**src/rtl/usb_tx_arb_pkg.sv**
```systemverilog
// Shared definitions for the USB transmit arbiter: FSM states, header
// layout and the channel id width.
package usb_tx_arb_pkg;

   localparam int CH_W          = 2;
   localparam int SEQ_W         = 8;
   localparam int HDR_W         = 16;
   localparam logic [3:0] HDR_MAGIC = 4'hA;
   localparam int HDR_MAGIC_LSB = 12;
   localparam int HDR_CONT_BIT  = 11;
   localparam int HDR_RSVD_BIT  = 10;
   localparam int HDR_OWNER_LSB = 8;
   localparam int HDR_SEQ_LSB   = 0;

   typedef enum logic [1:0] {
      IDLE    = 2'd0,
      HEADER  = 2'd1,
      PAYLOAD = 2'd2
   } arb_state_e;

   // Assemble a packet header word from its fields.
   function automatic logic [HDR_W-1:0] make_header(
      input logic             cont,
      input logic [CH_W-1:0]  ch,
      input logic [SEQ_W-1:0] seq
   );
      logic [HDR_W-1:0] h;
      h = {HDR_W{1'b0}};
      h[HDR_MAGIC_LSB +: 4]    = HDR_MAGIC;
      h[HDR_CONT_BIT]          = cont;
      h[HDR_RSVD_BIT]          = 1'b0;
      h[HDR_OWNER_LSB +: CH_W] = ch;
      h[HDR_SEQ_LSB +: SEQ_W]  = seq;
      return h;
   endfunction

endpackage

```
**src/rtl/usb_tx_arbiter_rr_pick.sv**
```systemverilog
// Combinational round-robin pick: first requesting channel after 'last'.
module rr_pick
   import usb_tx_arb_pkg::*;
#(
   parameter int NCH = 4
) (
   input  logic [NCH-1:0]  req,
   input  logic [CH_W-1:0] last,
   output logic [CH_W-1:0] idx,
   output logic            any
);

   logic [3:0]      req_w;
   logic [CH_W-1:0] cand;
   logic            hit;

   assign req_w = 4'(req);

   // Scan last+1, last+2, ... wrapping at NCH; the first hit wins.
   always_comb begin
      idx  = 2'd0;
      any  = 1'b0;
      cand = 2'd0;
      hit  = 1'b0;
      for (int k = 1; k <= NCH; k++) begin
         cand = CH_W'((int'(last) + k) % NCH);
         hit  = req_w[cand] & ~any;
         any  = any | hit;
         idx  = hit ? cand : idx;
      end
   end

endmodule

```
**src/rtl/usb_tx_arbiter.sv**
```systemverilog
// Multiplexes NCH packet sources onto one 245-FIFO bridge write port.
// Each grant is prefixed by a header word; long packets are split into
// bursts of at most MAX_BURST words, continuations flagged in the header.
module usb_tx_arbiter
   import usb_tx_arb_pkg::*;
#(
   parameter int NCH       = 4,
   parameter int DW        = 16,
   parameter int MAX_BURST = 256
) (
   input  logic              clk,
   input  logic              rst_n,
   input  logic [NCH-1:0]    src_valid,
   input  logic [NCH*DW-1:0] src_data,
   input  logic [NCH-1:0]    src_last,
   output logic [NCH-1:0]    src_ready,
   output logic              wr_req,
   input  logic              wr_gnt,
   output logic [DW-1:0]     wr_data,
   output logic [1:0]        owner,
   output logic              busy
);

   localparam int BCW = $clog2(MAX_BURST);

   arb_state_e                 state;
   logic [CH_W-1:0]            last_owner;
   logic [NCH-1:0][SEQ_W-1:0]  seq;
   logic [NCH-1:0]             trunc;
   logic [BCW-1:0]             burst_cnt;

   logic [CH_W-1:0]            pick_idx;
   logic                       pick_any;
   logic                       own_valid;
   logic                       own_last;
   logic [DW-1:0]              own_data;
   logic                       xfer;
   logic                       cap;
   logic [HDR_W-1:0]           hdr;

   logic                       wr_req_s;
   logic [DW-1:0]              wr_data_s;
   logic [NCH-1:0]             src_ready_s;

   rr_pick #(.NCH(NCH)) u_rr_pick (
      .req  (src_valid),
      .last (last_owner),
      .idx  (pick_idx),
      .any  (pick_any)
   );

   assign own_valid = src_valid[owner];
   assign own_last  = src_last[owner];
   assign own_data  = src_data[owner*DW +: DW];
   assign xfer      = (state == PAYLOAD) && wr_gnt && own_valid;
   assign cap       = (burst_cnt == BCW'(MAX_BURST-1));
   assign hdr       = make_header(trunc[owner], owner, seq[owner]);

   // Bridge-side and source-side handshake for the current state.
   always_comb begin
      wr_req_s    = 1'b0;
      wr_data_s   = {DW{1'b0}};
      src_ready_s = {NCH{1'b0}};
      case (state)
         IDLE: begin
            wr_req_s  = 1'b0;
            wr_data_s = {DW{1'b0}};
         end
         HEADER: begin
            wr_req_s  = 1'b1;
            wr_data_s = DW'(hdr);
         end
         PAYLOAD: begin
            wr_req_s           = own_valid;
            wr_data_s          = own_data;
            src_ready_s[owner] = wr_gnt & own_valid;
         end
         default: begin
            wr_req_s  = 1'b0;
            wr_data_s = {DW{1'b0}};
         end
      endcase
   end

   // Outputs are forced quiet for as long as reset is held.
   assign wr_req    = wr_req_s & rst_n;
   assign wr_data   = wr_data_s & {DW{rst_n}};
   assign src_ready = src_ready_s & {NCH{rst_n}};
   assign busy      = (state != IDLE) & rst_n;

   // Arbitration FSM with per-channel sequence and truncation bookkeeping.
   always_ff @(posedge clk) begin
      if (!rst_n) begin
         state      <= IDLE;
         last_owner <= CH_W'(NCH-1);
         seq        <= '0;
         trunc      <= {NCH{1'b0}};
         burst_cnt  <= {BCW{1'b0}};
         owner      <= 2'd0;
      end else begin
         case (state)
            IDLE: begin
               if (pick_any) begin
                  owner <= pick_idx;
                  state <= HEADER;
               end
            end
            HEADER: begin
               if (wr_gnt) begin
                  seq[owner] <= seq[owner] + 8'd1;
                  burst_cnt  <= {BCW{1'b0}};
                  state      <= PAYLOAD;
               end
            end
            PAYLOAD: begin
               if (xfer) begin
                  burst_cnt <= burst_cnt + BCW'(1);
                  if (own_last) begin
                     trunc[owner] <= 1'b0;
                     last_owner   <= owner;
                     state        <= IDLE;
                  end else if (cap) begin
                     trunc[owner] <= 1'b1;
                     last_owner   <= owner;
                     state        <= IDLE;
                  end
               end
            end
            default: state <= IDLE;
         endcase
      end
   end

endmodule

```
**config.mk**
```make
export PLATFORM = sky130hd
export DESIGN_NAME = usb_tx_arbiter
export DESIGN_NICKNAME = d
export VERILOG_FILES = /design/src/rtl/usb_tx_arb_pkg.sv /design/src/rtl/usb_tx_arbiter_rr_pick.sv /design/src/rtl/usb_tx_arbiter.sv
export SDC_FILE = /design/constraint.sdc
export NUM_CORES = 1
export LEC_CHECK = 0
export BUFFER_PORTS_ARGS = -buffer_cell sky130_fd_sc_hd__buf_2
export CAP_MARGIN = 40
export CORE_ASPECT_RATIO = 1.75
export CORE_MARGIN = 1.5
export CORE_UTILIZATION = 52
export DETAILED_ROUTE_END_ITERATION = 16
export PLACE_DENSITY = 0.81
export SYNTH_ARGS = -nofsm -noshare
export SYNTH_HDL_FRONTEND = slang
export SYNTH_HIERARCHICAL = 1
export SYNTH_SLANG_ARGS = --single-unit
```
**constraint.sdc**
```tcl
create_clock -name clk -period 2.65 [get_ports clk]
set_input_delay 0.1325 -clock clk [delete_from_list [all_inputs] [get_ports clk]]
set_output_delay 0.1325 -clock clk [all_outputs]
set_load 0.1 [all_outputs]
```
# --- Word level (Yosys, flattened, before mapping) ---
# Index checks and enable logic that the tools add are counted.
op_classes:
  n_addsub: 6
  order_cmp: 6
  eq_ne: 7
  shift: 1
  n_mux: 41
  bitwise: 18
  n_reduce_logical: 12
op_table:
  columns: ["cell", "n"]
  rows:
  - ["indexed part select 64 x 7 -> 16 bit", 1]
  - ["bitwise mux 32 bit", 1]
  - ["2-to-1 mux 8 bit", 4]
  - ["one-hot mux 16 bit (2 select lines)", 1]
  - ["2-to-1 mux 2 bit", 11]
  - ["adder 8 x 1 -> 8 bit (second input constant)", 2]
  - ["AND 16 bit", 1]
  - ["binary-select mux 8 bit (select 2 bit)", 1]
  - ["demux 8 bit (select 2 bit)", 1]
  - ["one-hot mux 8 bit (2 select lines)", 1]
  - ["< comparator 2 x 3 -> 1 bit (second input constant)", 5]
  - ["binary-select mux 1 bit (select 2 bit)", 7]
  - ["AND 4 bit", 3]
  - ["2-to-1 mux 4 bit", 3]
  - ["== test 8 bit (second input constant)", 1]
  - ["2-to-1 mux 1 bit", 8]
  - ["AND 1 bit", 6]
  - ["!= test 2 bit (second input constant)", 3]
  - ["one-hot mux 2 bit (3 select lines)", 1]
  - ["AND reduction 3 bit", 2]
  - ["nonzero test 2 bit", 3]
  - ["adder 2 x 1 -> 2 bit (second input constant)", 2]
  - ["adder 2 bit (second input constant)", 2]
  - ["NOT 4 bit", 1]
  - ["13 further kinds", 20]
word_totals:
  register_bits: 50
  inputBits: 75
  output_inout_bits: 24

# --- Longest topological paths before layout ---
depth:
  depth_word: 14
  mapped_depth: 8
  mapped_depth_nobuf: 6

# --- By module ---
# Netlist, hierarchy kept.
modules_own_cells:
  columns: ["module", "n_inst", "cells_per_inst", "area_per_inst_um2", "seq_area_each_um2"]
  rows:
  - ["usb_tx_arbiter", 1, 310, 3062.9, 1001.0]
  - ["rr_pick", 1, 14, 91.3, 0.0]

# --- Worst setup path after synthesis ---
# No wires, ideal clock.
synth_path:
  path_kind: "register -> output"
  from: "reg owner[1]"
  to: "out src_ready[0]"
  arrival_time_ps: 3982
  required_time_ps: 2518
  slack_ps: -1464
  path_stages_with_launch: 7
  path_buffers: 2
  path_cell_list: "dfxtp_1 -> buf_2 -> mux4_2 -> buf_2 -> and3_1 -> nand2_1 -> nor3_1"
synth_via:
  elab_chain_len: 7
synth_lines:
  columns: ["item", "line_no", "text"]
  rows:
  - ["start: declaration", "usb_tx_arbiter.sv:20", "output logic [1:0] owner,"]
  - ["start signal: assignment", "usb_tx_arbiter.sv:104", "owner <= pick_idx;"]
  - ["< comparator 2 x 3 -> 1 bit (not written as such) / >= comparator 2 x 1 -> 1 bit (equally long branches)", "usb_tx_arbiter.sv:76", "src_ready_s[owner] = wr_gnt & own_valid;"]
  - ["logical AND 1 bit (not written as such)", "usb_tx_arbiter.sv:76", null]
  - ["2-to-1 mux 1 bit (not written as such)", "usb_tx_arbiter.sv:76", null]
  - ["demux 1 bit (select 2 bit)", "usb_tx_arbiter.sv:76", null]
  - ["AND 4 bit (no source line) *", null, null]
  - ["2-to-1 mux 4 bit *", "usb_tx_arbiter.sv:64", "case (state)"]
  - ["AND 4 bit *", "usb_tx_arbiter.sv:88", "assign src_ready = src_ready_s & {NCH{rst_n}};"]
  - ["end: declaration", "usb_tx_arbiter.sv:16", "output logic [NCH-1:0] src_ready,"]
# Every way passes the cells marked *; elsewhere a longest branch is shown, timed or not. The select of a mux whose other input is x is not followed.

# --- Final worst setup path ---
layout_path:
  from: "reg owner[0]"
  to: "out wr_data[1]"
layout_via:
  elab_chain_len: 4
layout_lines:
  columns: ["item", "line_no", "text"]
  rows:
  - ["parallel branches: the longest is 2 deep, another holds indexed part select 64 x 7 -> 16 bit", null, null]
  - ["one-hot mux 16 bit (2 select lines) *", "usb_tx_arbiter.sv:64", null]
  - ["AND 16 bit *", "usb_tx_arbiter.sv:87", "assign wr_data = wr_data_s & {DW{rst_n}};"]
  - ["end: declaration", "usb_tx_arbiter.sv:19", "output logic [DW-1:0] wr_data,"]
# Mark *: on every way between the ends. The select of a mux whose other input is x is not followed.

==> flow_metrics.env <==
export IMPL_status="completed"
export IMPL_hold_slack_ns=0.2097
export IMPL_final_util_pct=65.08
export IMPL_post_layout_nonfiller_instances=491
export IMPL_setup_repair_after_global_routing_missed_its_margin="false"
export IMPL_hp_class="primary input to register"
export IMPL_yosys_register_bits=50
export IMPL_ant_nets=0
export IMPL_grt_pass1_wl_mm=13.42
export IMPL_start_kind="register"
export IMPL_routed_wirelength_mm=8.700
export IMPL_final_cell_area_sq_um=3826
export IMPL_final_layout_size_suffix_gt1_share_pct=36.80
export IMPL_clock_skew_final_ns=0.01240
export IMPL_post_dp_hpwl_mm=6.516
export IMPL_met3_usage_pct=4.015
export IMPL_switching_share_pct=41.04
export IMPL_synth_distinct_cells=45
export IMPL_synth_edf_count=0
export IMPL_num_nets_final=494
export IMPL_gate_count_after_technology_mapping=324
export IMPL_leading_register_cell_type_out_of_synthesis="sky130_fd_sc_hd__dfxtp_1"
export IMPL_worst_pin_slew_ns=0.6651
export IMPL_power_total_mw=2.387
export IMPL_syn_mean_instance_area_sq_um=9.735
export IMPL_overflow=0
export IMPL_finalHoldViolCount=0
export IMPL_cts_tree="done"
export IMPL_floorplan_core_area_sq_um=5879
export IMPL_power_net_switching_uw=979.4
export IMPL_timing_setup_critical_path_class="register to output pin"
export IMPL_worst_path_max_fanout=20
export IMPL_grt_util_all_layers_pct=26.81
export IMPL_period_minus_slack_ns=2.513
export IMPL_p_clk_share_pct=21.1
export IMPL_cts_max_path_buffers=2
export IMPL_fmax_ghz=0.3980
export IMPL_p_leak_nw=1.546
export IMPL_timing_critical_path_arrival_ns=2.38
export IMPL_finalSetupTns_ns=0
export IMPL_area_delta_synth_final_pct=21.30
export IMPL_tritoncts_num_sinks=50
export IMPL_max_slew_margin_pct=55.19
export IMPL_hold_path_startpoint="src_valid[0]"
export IMPL_reg2reg_from="owner[0]"
export IMPL_detail_route_first_pass_iterations=5
export IMPL_p_per_area_nw_per_um2=623.7
export IMPL_final_critical_path_setup_slack_ns=0.1373
export IMPL_sequential_fraction_of_the_synthesis_area_pct=31.73
export IMPL_setup_violations=0
export IMPL_antenna_found_initial=0
export IMPL_cap_violations=0
export IMPL_detail_route_drc_violations=0
export IMPL_use_met1_pct=32.70
export IMPL_num_vias=2985
export IMPL_later_pin_clock_latency_in_the_skew_report_ns=0.31
export IMPL_cts_root_buf="sky130_fd_sc_hd__clkbuf_8"
export IMPL_postSynth_asyncResetShare_pct=0
export IMPL_timing_max_transition_violations_final=0
export IMPL_numPlacedInstances=483
export IMPL_initialDrtViolationCount=170
export IMPL_layer_carrying_the_most_global_route_usage="met2"
export IMPL_initial_core_util_pct=53.65
export IMPL_ir_worst_vdd_mv=0.4113
export IMPL_cts_made_buffers=5
export IMPL_power_share_combinational_pct=42.2
export IMPL_placement_rows=37
export IMPL_seq_power_share_pct=36.7
export IMPL_placement_io_buffers=98
export IMPL_die_height_microns=106.0
export IMPL_dpl_cell_area_sq_um=3717
export IMPL_htree_levels=2
export IMPL_syn_area_sq_um=3154
export IMPL_worstPathRequired_ns=2.52
export IMPL_fin_crit_sh_pct=94.82
export IMPL_total_nets_after_synthesis=406
export IMPL_gpl_final_weighted_congestion=0.9097
export IMPL_gr_usage_met2_pct=45.19
export IMPL_grt_pass1_vias=2862
export IMPL_die_w_microns=61.88
export IMPL_floorplan_die_area_sq_um=6561
export IMPL_vias_per_cell=6.079
export IMPL_power_report_internal_total_mw=1.407
export IMPL_placement_setup_worst_slack_ns=0.4469
export IMPL_kind_of_end_point_of_the_critical_path="output pin"
export IMPL_postCtsSetupRepairBufs=0
export IMPL_clkSlewWorstSetupHoldPaths_ns=0.09
export IMPL_routedWlPerCell_microns=17.72
export IMPL_antennaDiodeCount=0
export IMPL_grt_max_degree=23
export IMPL_critical_path_startpoint="owner[0]"
export IMPL_floorplan_io_pins=99
export IMPL_ys_warnings_count=6
-- cell type report --
cell class,count,area [sq um]
multi-input cells,240,2024
clock buffers,7,97.59
flip-flops and latches,50,1008
repair buffers,107,560.5
well taps,78,97.59
fillers,491,2053
clock inverters,1,7.507
inverters,8,30.03
-- state kept, by name (all words and copies together), names as in the netlist, named ones only --
| signal | count |
|---|---|
| seq | 32 |
| burst_cnt | 8 |
| last_owner | 2 |
| owner | 2 |
| state | 2 |
-- layout by cell type, fill, tap and decap left out, types with 7 or more instances in the layout --
cell,n
sky130_fd_sc_hd__buf_2,97
sky130_fd_sc_hd__dfxtp_1,48
sky130_fd_sc_hd__o21ai_0,34
sky130_fd_sc_hd__mux4_2,22
sky130_fd_sc_hd__a21oi_1,21
sky130_fd_sc_hd__nand2_1,19
sky130_fd_sc_hd__nor2_1,19
sky130_fd_sc_hd__a31oi_1,13
sky130_fd_sc_hd__a22o_1,11
sky130_fd_sc_hd__nand3_1,11
sky130_fd_sc_hd__mux2i_1,11
sky130_fd_sc_hd__a211oi_1,9
sky130_fd_sc_hd__buf_4,9
sky130_fd_sc_hd__inv_1,7
sky130_fd_sc_hd__ha_1,7
-- path summary, 6_finish.rpt --
path | end | slack (ns) | cells past startpoint
worst max-delay path | wr_data[1] | 0.14 | 4
worst min-delay path | owner[0] | 0.21 | 4
worst max register to register | seq[15] | 0.43 | 4
worst min register to register | register | 0.47 | 2
-- what timing repair did --
| item | in CTS | in global routing |
|---|---|---|
| gates resized for setup | 0 | 2 |
| endpoints found under the setup margin | 0 | 2 |
| hold buffers | 0 | 0 |
-- layer usage --
metal | share of wire (%) | vias up
met5 | 0 | -
met4 | 2.3 | 0
met3 | 4.2 | 17
met2 | 54 | 112
met1 | 40 | 1439
li1 | - | 1417
-- kinds of logic (layout without fill, tap and decap cells) --
logic type / Yosys count / count (layout) / synth area share [%]
adder cells (fa/ha/maj): 7 / 7 / 2.777
AND/OR/NAND/NOR: 91 / 91 / 15.07
flip-flops: 50 / 50 / 31.73
XOR/XNOR: 3 / 3 / 0.8332
multiplexers: 39 / 39 / 23.80
buffers and inverters: 34 / 123 / 5.196
AO/OA/AOI/OAI: 100 / 100 / 20.59
-- cells in the mapped netlist, drive strengths merged, types with 2 or more instances --
library cell	count	share of area (%)
a211oi	9	2.1
a21o	4	0.95
a21oi	22	3.6
a22o	11	3.1
a31oi	13	2.6
and2	3	0.60
and3	4	0.79
and4	2	0.56
buf	13	2.7
clkbuf	13	1.5
dfxtp	50	32
ha	7	2.8
inv	7	0.83
mux2i	12	3.9
mux4	27	20
nand2	19	2.3
nand2b	6	1.2
nand3	12	2.1
nand4	5	0.99
nor2	22	2.6
nor2b	2	0.40
nor3	5	0.79
o21ai	34	5.4
o31ai	2	0.48
or3	6	1.7
or4	2	0.48
xor2	2	0.56
-- power groups by stage --
stage / logic, mW / registers (mW) / clock network (mW)
after floorplan: 0.794 / 0.884 / 0
after global placement: 0.976 / 0.887 / 0
after detailed placement: 0.993 / 0.892 / 0
after CTS: 1.00 / 0.874 / 0.512
after global routing: 1.07 / 0.883 / 0.535
final: 1.01 / 0.875 / 0.504
-- critical path, stage by stage, from the launching register on --
cell and delay [ns]:
sky130_fd_sc_hd__dfxtp_4 0.56, sky130_fd_sc_hd__buf_4 0.38, sky130_fd_sc_hd__mux4_2 0.58, sky130_fd_sc_hd__a22o_1 0.24
sky130_fd_sc_hd__buf_2 0.30
Power figures use the tool's default switching activity.
